### src/rtl/output_limit_stage.sv
// Staging FWFT buffer between the upstream output FIFO and the high-speed I/O block; in limit
// mode it releases only the word count granted by the last accepted request. dout is combinational from the buffer head.
module output_limit_stage #(
  parameter int WIDTH      = 16,
  parameter int DEPTH_LOG2 = 5
) (
  input  logic             CLK,
  input  logic             RST,
  input  logic [WIDTH-1:0] up_dout,
  input  logic             up_empty,
  output logic             up_rd_en,
  output logic [WIDTH-1:0] dout,
  input  logic             rd_en,
  output logic             empty,
  input  logic             mode_limit,
  input  logic             reg_output_limit,
  output logic [15:0]      output_limit,
  output logic             output_limit_not_done
);

  localparam int CW = DEPTH_LOG2 + 1;
  localparam logic [CW-1:0]         OCC_FULL = {1'b1, {DEPTH_LOG2{1'b0}}};
  localparam logic [CW-1:0]         CNT_ONE  = {{DEPTH_LOG2{1'b0}}, 1'b1};
  localparam logic [DEPTH_LOG2-1:0] PTR_ONE  = {{(DEPTH_LOG2-1){1'b0}}, 1'b1};

  typedef enum logic [1:0] {PASS, WAIT, RUN} state_t;

  logic [WIDTH-1:0]      mem [2**DEPTH_LOG2];
  state_t                state_q, state_d;
  logic [DEPTH_LOG2-1:0] wr_ptr_q, wr_ptr_d;
  logic [DEPTH_LOG2-1:0] rd_ptr_q, rd_ptr_d;
  logic [CW-1:0]         occ_q, occ_d;
  logic [CW-1:0]         remaining_q, remaining_d;
  logic [15:0]           output_limit_q, output_limit_d;
  logic                  not_done_q, not_done_d;
  logic                  rd_acc, wr_acc;

  // Buffer datapath; a full buffer still accepts a word when the head leaves on the same edge.
  always_comb begin
    empty    = (state_q == WAIT) || (occ_q == '0);
    rd_acc   = rd_en && !empty;
    wr_acc   = !RST && !up_empty && ((occ_q != OCC_FULL) || rd_acc);
    up_rd_en = wr_acc;
    dout     = mem[rd_ptr_q];

    wr_ptr_d = wr_ptr_q;
    rd_ptr_d = rd_ptr_q;
    occ_d    = occ_q;
    if (wr_acc) wr_ptr_d = wr_ptr_q + PTR_ONE;
    if (rd_acc) rd_ptr_d = rd_ptr_q + PTR_ONE;
    if (wr_acc && !rd_acc) occ_d = occ_q + CNT_ONE;
    else if (rd_acc && !wr_acc) occ_d = occ_q - CNT_ONE;
  end

  always_comb begin
    state_d        = state_q;
    remaining_d    = remaining_q;
    output_limit_d = output_limit_q;
    if (!mode_limit) begin
      state_d        = PASS;
      remaining_d    = '0;
      output_limit_d = '0;
    end else begin
      case (state_q)
        PASS: begin
          // Entering limit mode; a request in the same cycle is dropped.
          state_d     = WAIT;
          remaining_d = '0;
        end
        WAIT: begin
          if (reg_output_limit) begin
            output_limit_d = 16'(occ_q);
            remaining_d    = occ_q;
            state_d        = (occ_q != '0) ? RUN : WAIT;
          end
        end
        RUN: begin
          if (rd_acc) begin
            remaining_d = remaining_q - CNT_ONE;
            if (remaining_q == CNT_ONE) state_d = WAIT;
          end
        end
        default: state_d = PASS;
      endcase
    end
    not_done_d = (remaining_d != '0);
  end

  always_ff @(posedge CLK or posedge RST) begin
    if (RST) begin
      state_q        <= PASS;
      wr_ptr_q       <= '0;
      rd_ptr_q       <= '0;
      occ_q          <= '0;
      remaining_q    <= '0;
      output_limit_q <= '0;
      not_done_q     <= 1'b0;
    end else begin
      state_q        <= state_d;
      wr_ptr_q       <= wr_ptr_d;
      rd_ptr_q       <= rd_ptr_d;
      occ_q          <= occ_d;
      remaining_q    <= remaining_d;
      output_limit_q <= output_limit_d;
      not_done_q     <= not_done_d;
    end
  end

  always_ff @(posedge CLK) begin
    if (wr_acc) mem[wr_ptr_q] <= up_dout;
  end

  assign output_limit          = output_limit_q;
  assign output_limit_not_done = not_done_q;

endmodule

### config.mk
export PLATFORM = sky130hd
export DESIGN_NAME = output_limit_stage
export DESIGN_NICKNAME = d
export VERILOG_FILES = /design/src/rtl/output_limit_stage.sv
export SDC_FILE = /design/constraint.sdc
export NUM_CORES = 1
export LEC_CHECK = 0
export BUFFER_PORTS_ARGS = -buffer_cell sky130_fd_sc_hd__buf_4
export CAP_MARGIN = 5
export CORE_ASPECT_RATIO = 1.25
export CORE_MARGIN = 2
export CORE_UTILIZATION = 40
export DETAILED_ROUTE_END_ITERATION = 10
export SYNTH_ARGS = -nofsm -noshare
export SYNTH_HDL_FRONTEND = slang
export SYNTH_SLANG_ARGS = --single-unit
### constraint.sdc
create_clock -name CLK -period 3.4 [get_ports CLK]
set_clock_uncertainty 0.1 [all_clocks]
set_input_delay 0.17 -clock CLK [delete_from_list [all_inputs] [get_ports CLK]]
set_output_delay 0.17 -clock CLK [all_outputs]
set_load 0.01 [all_outputs]
# Word level (Yosys, flattened, before mapping)
# Memories as Yosys holds them, arrays and structs flattened.
# Index checks and enable logic that the tools add are counted.
[totals] input_bits=22 out_inout_bits=35 elab_cells=58 ram_bits=512 ff_bits=41 mem_count=1
[classes] mux=17 addsub=5 eq_ne=9 n_reduce_logical=19
[memory_table] name="mem" depth=32 width=16 rd=1 rd_ports_with_merged_regs=0 wr=1 line="28" text="logic [WIDTH-1:0] mem [2**DEPTH_LOG2];"
[op_table] operator="$mux 16" n=3
[op_table] operator="$mux 6" n=5
[op_table] operator="$pmux 6 s3" n=1
[op_table] operator="$reduce_bool 6->1" n=2
[op_table] operator="$sub 6x1->6 const B" n=2
[op_table] operator="$add 5x1->5 const B" n=2
[op_table] operator="$mux 2" n=5
[op_table] operator="$ne 3x3->1 const B" n=3
[op_table] operator="$add 6x1->6 const B" n=1
[op_table] operator="$eq 6x1->1 const B" n=1
[op_table] operator="$logic_not 6->1" n=1
[op_table] operator="$ne 6x6->1 const B" n=1
[op_table] operator="$pmux 2 s3" n=1
[op_table] operator="$logic_and 1x1->1" n=5
[op_table] operator="$logic_not 1->1" n=5
[op_table] operator="$ne 2x1->1 const B" n=2
[op_table] operator="$reduce_and 3->1" n=1
[op_table] operator="$eq 2x1->1 const B" n=1
[op_table] operator="$eq 2x2->1 const B" n=1
[op_table] operator="$logic_not 2->1" n=1
[op_table] operator="$logic_or 1x1->1" n=2
[op_table] operator="$mux 1" n=2
[op_table] operator="$reduce_and 2->1" n=1
[op_table] operator="$reduce_bool 2->1" n=1

# Longest topological paths before layout
# Gate-level depths: netlist of run 1.
[logic_depth] word_depth=10 depth_mapped=14 mapped_depth_nobuf=12

# Worst setup path after synthesis of run 1
# OpenSTA, ideal clock, no wires.
[synth_timing] kind="register to register" from="reg state_q[0]" to="reg occ_q[5]" arrival_time_ns=2.644 path_slack_ns=0.527 required_ns=3.171 n_path_buf=1 path_stages_with_launch=14 setup_time_ns=0.129 synth_period_minus_slack_ns=2.873 cell_sequence="dfrtp_1 -> clkbuf_1 -> nand2b_1 -> nand2_1 -> a311oi_4 -> ha_1 -> inv_1 -> ha_1 -> a21oi_1 -> o211ai_1 -> a21oi_1 -> xnor2_1 -> nor2_1 -> xor2_1"
[synth_between] elab_chain_len=9 word_cells_on_any_way=12 cone_classes="eq/ne (1); mux (1); reduce/logical (10)"
[synth_lines] element="from (decl)" line="29" text="state_t state_q, state_d;"
[synth_lines] element="from (signal assigned)" line="99" text="state_q <= state_d;"
[synth_lines] element="$eq 2x1->1 *" line="40" text="empty = (state_q == WAIT) || (occ_q == '0);"
[synth_lines] element="$logic_or 1x1->1 *" line="40"
[synth_lines] element="$logic_not 1->1 *" line="41" text="rd_acc = rd_en && !empty;"
[synth_lines] element="$logic_and 1x1->1 *" line="41"
[synth_lines] element="$logic_or 1x1->1 *" line="42" text="wr_acc = !RST && !up_empty && ((occ_q != OCC_FULL) || rd_acc);"
[synth_lines] element="$logic_and 1x1->1 *" line="42"
[synth_lines] element="named net up_rd_en" line="11" text="output logic up_rd_en,"
[synth_lines] element="$logic_not 1->1" line="52" text="else if (rd_acc && !wr_acc) occ_d = occ_q - CNT_ONE;"
[synth_lines] element="$logic_and 1x1->1" line="52"
[synth_lines] element="$reduce_bool 2->1 (no source line)"
[synth_lines] element="to (signal assigned)" line="94" text="occ_q <= '0;"
[synth_lines] element="to (signal assigned)" line="102" text="occ_q <= occ_d;"
[synth_lines] element="to (decl)" line="32" text="logic [CW-1:0] occ_q, occ_d;"
# The timed path passes the listed nets; every way through them passes the cells marked *.
# A chain may end at the register's enable or synchronous reset.

# Final worst setup path of run 1
[layout_timing] from="reg rd_ptr_q[0]" to="out dout[2]"
[layout_between] elab_chain_len=1
[layout_lines] element="from (decl)" line="31" text="logic [DEPTH_LOG2-1:0] rd_ptr_q, rd_ptr_d;"
[layout_lines] element="from (signal assigned)" line="101" text="rd_ptr_q <= rd_ptr_d;"
[layout_lines] element="$mem_v2 32x16"
[layout_lines] element="to (decl)" line="12" text="output logic [WIDTH-1:0] dout,"
# Every way passes these cells.

==> results of run 1 <==
-- stage by stage --
step           hold slack, ns  util [%]  power (mW)  setup slack, ns  instances
3_5_place_dp            0.333      43.0        13.9            0.432       1746
3_3_place_gp            0.311      43.0        13.9            0.440       1746
4_1_cts                0.0644      46.3        19.3         0.000355       1859
5_1_grt                 0.121      46.4        20.0           0.0362       1861
6_report               0.0940      46.4        19.1            0.192       1861
2_1_floorplan           0.169         -        11.9            0.527       1019
-- cell families (layout without fill, tap and decap cells) --
kind of cell	count (synthesis)	count (layout)	synth area share [%]
xor+xnor	16	16	0.651
compound gates	63	63	2.35
other cells	1	10	0.0174
flops	543	543	75.0
simple gates	99	99	2.33
buf+inv	71	234	1.88
fa+ha+maj	13	13	0.791
mux	204	204	16.9
-- registers in the layout, indices dropped and copies added, names as in the netlist --
register,cells
state_q,2
rd_ptr_q,5
remaining_q,6
wr_ptr_q,5
mem,512
output_limit,6
output_limit_not_done,1
occ_q,6
-- worst max-delay path, cell delays in order, from the launching register on --
cell and delay, ns:
dfrtp_4 0.64, buf_4 0.29, mux4_2 0.53, mux2i_1 0.25, a22o_1 0.20, a221oi_1 0.06
buf_4 0.23, buf_4 0.14
-- what timing repair did --
item / 4_1_cts / 5_1_grt
cloned: 0 / 0
gates resized for setup: 1 / 0
setup endpoints to repair: 1 / 10
pin swaps: 0 / 0
buffers inserted: 0 / 2
endpoints found under the hold margin: 546 / 0
hold buffers: 21 / 0
-- cell type report --
type                            count  area, um^2
Clock buffer                       65        1360
Clock inverter                     27         181
Fill cell                        4436       28700
Inverter                            9        38.8
Multi-Input combinational cell    405        5040
Sequential cell                   543       16200
Tap cell                          679         850
Timing Repair Buffer              133        1190
-- power groups by stage --
stage	Combinational (mW)	Sequential, mW	Clock (mW)
2_1_floorplan	4.00	7.90	0
3_3_place_gp	5.67	8.22	0
3_5_place_dp	5.70	8.23	0
4_1_cts	5.74	8.09	5.44
5_1_grt	6.25	8.08	5.69
6_report	5.77	8.04	5.30
-- synth_stat cells, types with 3 or more instances --
| cell type | instances |
|---|---|
| o21ai_0 | 8 |
| buf_6 | 5 |
| buf_2 | 13 |
| buf_4 | 20 |
| nor2b_1 | 9 |
| or2_2 | 4 |
| nor2_1 | 42 |
| xor2_1 | 5 |
| nand3b_1 | 4 |
| a221oi_1 | 16 |
| dfrtp_1 | 31 |
| buf_1 | 7 |
| edfxtp_1 | 512 |
| mux2i_1 | 74 |
| nand2_1 | 18 |
| a22o_1 | 17 |
| ha_1 | 12 |
| a21oi_1 | 7 |
| xnor2_1 | 11 |
| mux4_2 | 128 |
| nand2b_1 | 4 |
| inv_1 | 8 |
| nand4_1 | 3 |
| clkbuf_1 | 16 |
-- how the worst max path moves through the flow --
| stage | slack, ns | start | cells after the start | to |
|---|---|---|---|---|
| global placement | 0.44 | occ_q[0] | 12 | occ_q[5] |
| floorplan | 0.53 | state_q[0] | 13 | occ_q[5] |
| finish | 0.19 | rd_ptr_q[0] | 7 | dout[2] |
| detailed placement | 0.43 | occ_q[0] | 12 | occ_q[5] |
| global route | 0.04 | rd_ptr_q[0] | 7 | dout[13] |
| CTS | 0.0004 | rd_ptr_q[1] | 6 | dout[1] |
-- per-layer routing --
| metal | vias to the layer above | wire length [um] |
|---|---|---|
| met3 | 55 | 1620 |
| met1 | 5387 | 19400 |
| met4 | 0 | 723 |
| li1 | 4425 | - |
| met2 | 207 | 23600 |
| met5 | - | 0 |
==> flow_summary.yaml, run 1 <==
run_status:
  status: "complete, no violations"
pwr:
  p_switching_mw: 5.66
  combPwrFrac_pct: 30.2
  p_per_area_nw_per_um2: 770
  peakVddDrop_uv: 782
  seq_power_share_pct: 42.1
  p_leak_nw: 8.22
  clockPowerShare_pct: 27.7
  power.share.switching_pct: 29.6
  power.internal_mw: 13.4
run:
  cap_violations: 0
clocking:
  htreeDepth: 2
  clock_sinks: 543
  insertion_delay_ns: 0.59
  cts_root_buf: "clkbuf_16"
  cts_buffers: 52
  clock_path_buffers: 3
  tritoncts: "yes"
  clk_pin_slew_ns: 0.06
setup_path:
  r2r_slack_ns: 0.42
  critical_path_arrival_ns: 2.94
  cp.required_ns: 3.13
  end_kind: "primary output"
  cp_max_fo: 11
  reg2reg_from: "occ_q[0]"
  ff2ff_path_depth: 12
  critPathKind: "register to primary output"
  critPathLaunchType: "register"
  regToRegEndpoint: "occ_q[5]"
timing:
  hold_viol_final: 0
  setup_viol: 0
  max_freq_mhz: 312
  tightest_slew_ns: 1.01
  rsz0062_at_grt: "false"
  post-route-period-util_pct: 94.4
  min_period_ns: 3.21
  drv_slew: 0
  tns_ns: 0
  relSlewSlack_pct: 32.5
yosys:
  synth_area_um2: 21500
  syn_inst: 1010
  synthDistinctLibCells: 53
  synthFlopType: "edfxtp_1"
  ys_async_sr_fraction_pct: 5.71
  yosysWarnings: 0
  seq_area_frac_synth_pct: 75.0
  synth_area_leader_cell: "edfxtp_1"
  synth_seq_cells: 543
  yosys-top-cells-area: "edfxtp_1 (71%), mux4_2 (13%), dfrtp_1 (3.6%), mux2i_1 (3.4%), nor2_1 (0.73%)"
  avgSynthCellArea_um2: 21.3
  synth_top_area_share_pct: 71.4
  synth_edf_count: 512
global_route:
  top_usage_layer: "met2"
  globalRouteMet2Util_pct: 28.4
  grt_pass1_wl_mm: 67.5
  track_usage_pct: 16.5
  antenna_found_initial: 0
  grt_overflow_total: 0
  grt_pass1_vias: 10600
  grt_max_degree: 43
  met1_usage_pct: 22.1
  grt_util_met3_pct: 2.59
cells_and_area:
  final_nets: 1179
  final_area_um2: 24800
  area.growth.synth_to_final_pct: 15.4
  layout_commonest_cell: "edfxtp_1"
  diodes: 0
  drive_above_1_share_pct: 28.9
  final_cell_mix: "edfxtp_1 (512), mux4_2 (128), buf_4 (102)"
floorplanning:
  num_io_pins: 57
  die_w_um: 211
  die_h_um: 263
  rows: 95
  fp.dieArea_um2: 55700
  core_um2: 53500
  initial_core_util_pct: 40.2
drt:
  wirelength_mm: 45.3
  ant_nets: 0
  drc_errors: 0
  vias: 10100
  drt_pass1_iterations: 4
  wire_per_inst_um: 24.4
  avgViaCountPerCell: 5.41
  drt_iter0_markers: 730
hold_path:
  holdPathStages: 4
  hold_class: "input pin to register"
  min-delay-start: "reg_output_limit"
  min_delay_worst_endpoint: "remaining_q[5]"
placed_design:
  io_buffers: 46
  gp_congestion: 0.787
  placed_cell_area_um2: 23000
  hpwl_mm: 27.5
(Power assumes the default switching activity.)
==> run 2, diff against run 1 <==
--- a/config.mk
+++ b/config.mk
@@ -5,12 +5,15 @@
 export SDC_FILE = /design/constraint.sdc
 export NUM_CORES = 1
 export LEC_CHECK = 0
-export BUFFER_PORTS_ARGS = -buffer_cell sky130_fd_sc_hd__buf_4
 export CAP_MARGIN = 5
+export CELL_PAD_IN_SITES_DETAIL_PLACEMENT = 0
+export CELL_PAD_IN_SITES_GLOBAL_PLACEMENT = 1
 export CORE_ASPECT_RATIO = 1.25
 export CORE_MARGIN = 2
 export CORE_UTILIZATION = 40
 export DETAILED_ROUTE_END_ITERATION = 10
+export DONT_BUFFER_PORTS = 1
+export PLACE_DENSITY_LB_ADDON = 0.1
 export SYNTH_ARGS = -nofsm -noshare
 export SYNTH_HDL_FRONTEND = slang
 export SYNTH_SLANG_ARGS = --single-unit
==> run 2 against run 1 <==
Clock-buffer cell count rose by 6. Register-to-register slack got worse by 0.03 ns. Clock power rose by 11%. Fmax rose by 0.43%. Sequential cell count did not move. Hold slack got worse by 0.059 ns. Critical endpoint is now dout[6]. Largest cell class unchanged. Highest routed layer is now met5.
==> flow_summary.yaml, run 2 (synthesized netlist as in run 1, its figures left out) <==
clocking:
  insertion_delay_ns: 0.60
  clk_pin_slew_ns: 0.06
  cts_buffers: 56
  clock_path_buffers: 3
  htreeDepth: 2
  tritoncts: "yes"
  cts_root_buf: "clkbuf_16"
  clock_sinks: 543
floorplanning:
  die_w_um: 211
  fp.dieArea_um2: 55700
  initial_core_util_pct: 40.2
  num_io_pins: 57
  rows: 95
  core_um2: 53500
  die_h_um: 263
setup_path:
  end_kind: "primary output"
  critical-path-slowest-cell: "dfrtp_4"
  critPathLaunchType: "register"
  ff2ff_path_depth: 12
  cp_slowest_stage_delay_ns: 0.57
  critPathKind: "register to primary output"
  regToRegEndpoint: "occ_q[5]"
  r2r_slack_ns: 0.39
  crit_family: "buffers and inverters"
  cp.required_ns: 3.13
  cp_cell_sequence: "buf_12 -> mux4_2 -> mux2i_1 -> a221oi_1 -> buf_4 -> buf_4"
  critical_path_arrival_ns: 2.92
  reg2reg_from: "occ_q[0]"
  cp_common_cell: "buf_4"
  cp_max_fo: 81
  critPathBufInv: 3
hold_path:
  min_delay_worst_endpoint: "output_limit[1]"
  min-delay-start: "reg_output_limit"
  holdPathStages: 3
  hold_class: "input pin to register"
placed_design:
  hpwl_mm: 28.7
  io_buffers: 0
  dp_slack_ns: 0.402
  gp_congestion: 0.727
timing:
  rsz0062_at_grt: "false"
  tns_ns: 0
  relSlewSlack_pct: 19.4
  fin_ws_ns: 0.205
  hold_viol_final: 0
  max_freq_mhz: 313
  drv_slew: 0
  post-route-period-util_pct: 94.0
  tightest_slew_ns: 1.21
  min_period_ns: 3.19
  setup_viol: 0
run_status:
  status: "complete, no violations"
cells_and_area:
  largest_register: "mem"
  largest_reg_flops: 512
  drive_above_1_share_pct: 29.1
  layout_commonest_cell: "edfxtp_1"
  finish.utilization_pct: 46.6
  final_nets: 1156
  num-fill-cells: 4511
  final_cell_mix: "edfxtp_1 (512), mux4_2 (128), mux2i_1 (74)"
  area.growth.synth_to_final_pct: 15.8
global_route:
  grt_pass1_wl_mm: 71.7
  track_usage_pct: 17.8
  grt_overflow_total: 0
  grt_pass1_vias: 10600
  antenna_found_initial: 1
  grt_max_degree: 82
pwr:
  p_per_area_nw_per_um2: 788
  p_leak_nw: 8.19
  power.total_mw: 19.6
  peakVddDrop_uv: 407
drt:
  avgViaCountPerCell: 5.39
  wire_per_inst_um: 26.2
  drt_pass1_iterations: 4
  drt_iter0_markers: 633
  vias: 9961
  ant_nets: 0
  wirelength_mm: 48.4
  drc_errors: 0
run:
  cap_violations: 0
run 2: cell types whose count changed in the layout (fill, tap and decap cells not counted), moves of 3 or more:
cell       before  now
bufinv_16       1    4
nor2_2         15   32
buf_12          8   12
nor2_1         27   10
buf_4         102   71
clkbuf_16      52   56
run 2: worst max-delay path by stage:
stage,cells after the start,start,slack [ns],endpoint
floorplan,13,state_q[0],0.53,occ_q[5]
global placement,12,occ_q[0],0.40,occ_q[5]
detailed placement,12,occ_q[0],0.40,occ_q[5]
CTS,7,rd_ptr_q[0],0.004,dout[6]
global route,6,rd_ptr_q[1],0.07,dout[6]
finish,6,rd_ptr_q[1],0.21,dout[6]
run 2: what timing repair did:
item,in CTS,in global routing
gates resized for setup,1,1
hold endpoints to repair,553,0
buffers inserted,0,4
hold buffers,27,0
endpoints found under the setup margin,3,5
run 2: power breakdown:
| group | internal (mW) | total [mW] | switching (mW) |
|---|---|---|---|
| sequential | 7.64 | 8.00 | 0.366 |
| clock | 3.38 | 5.89 | 2.51 |
| combinational | 2.77 | 5.74 | 2.97 |
run 2: final cells by class:
type                            instances  area, um^2  area share, %
Antenna cell                            1        2.50         0.0100
Clock buffer                           71        1480           5.93
Sequential cell                       543       16200           64.9
Tap cell                              679         850           3.41
Inverter                                9        38.8          0.156
Multi-Input combinational cell        405        5090           20.4
Timing Repair Buffer                  106        1000           4.03
Clock inverter                         33         290           1.17
run 2: worst min-delay path: stages:
cell and delay [ns]:
nand3b_1 0.30, mux2i_1 0.12, nor2b_1 0.10
run 2: stage by stage:
stage	hold slack [ns]	cells	cell area, um^2
3_3_place_gp	0.170	1711	22800
3_5_place_dp	0.171	1711	22800
6_report	0.0347	1847	24900
2_1_floorplan	0.169	1019	21600
4_1_cts	0.0225	1842	24900
5_1_grt	0.0895	1846	24900
run 2: routing by layer:
layer,wire [um],track usage [%],up-vias
li1,-,-,4397
met1,20900,23.7,5328
met2,25000,30.9,170
met3,1700,2.77,64
met4,825,4.28,2
met5,13,0,-
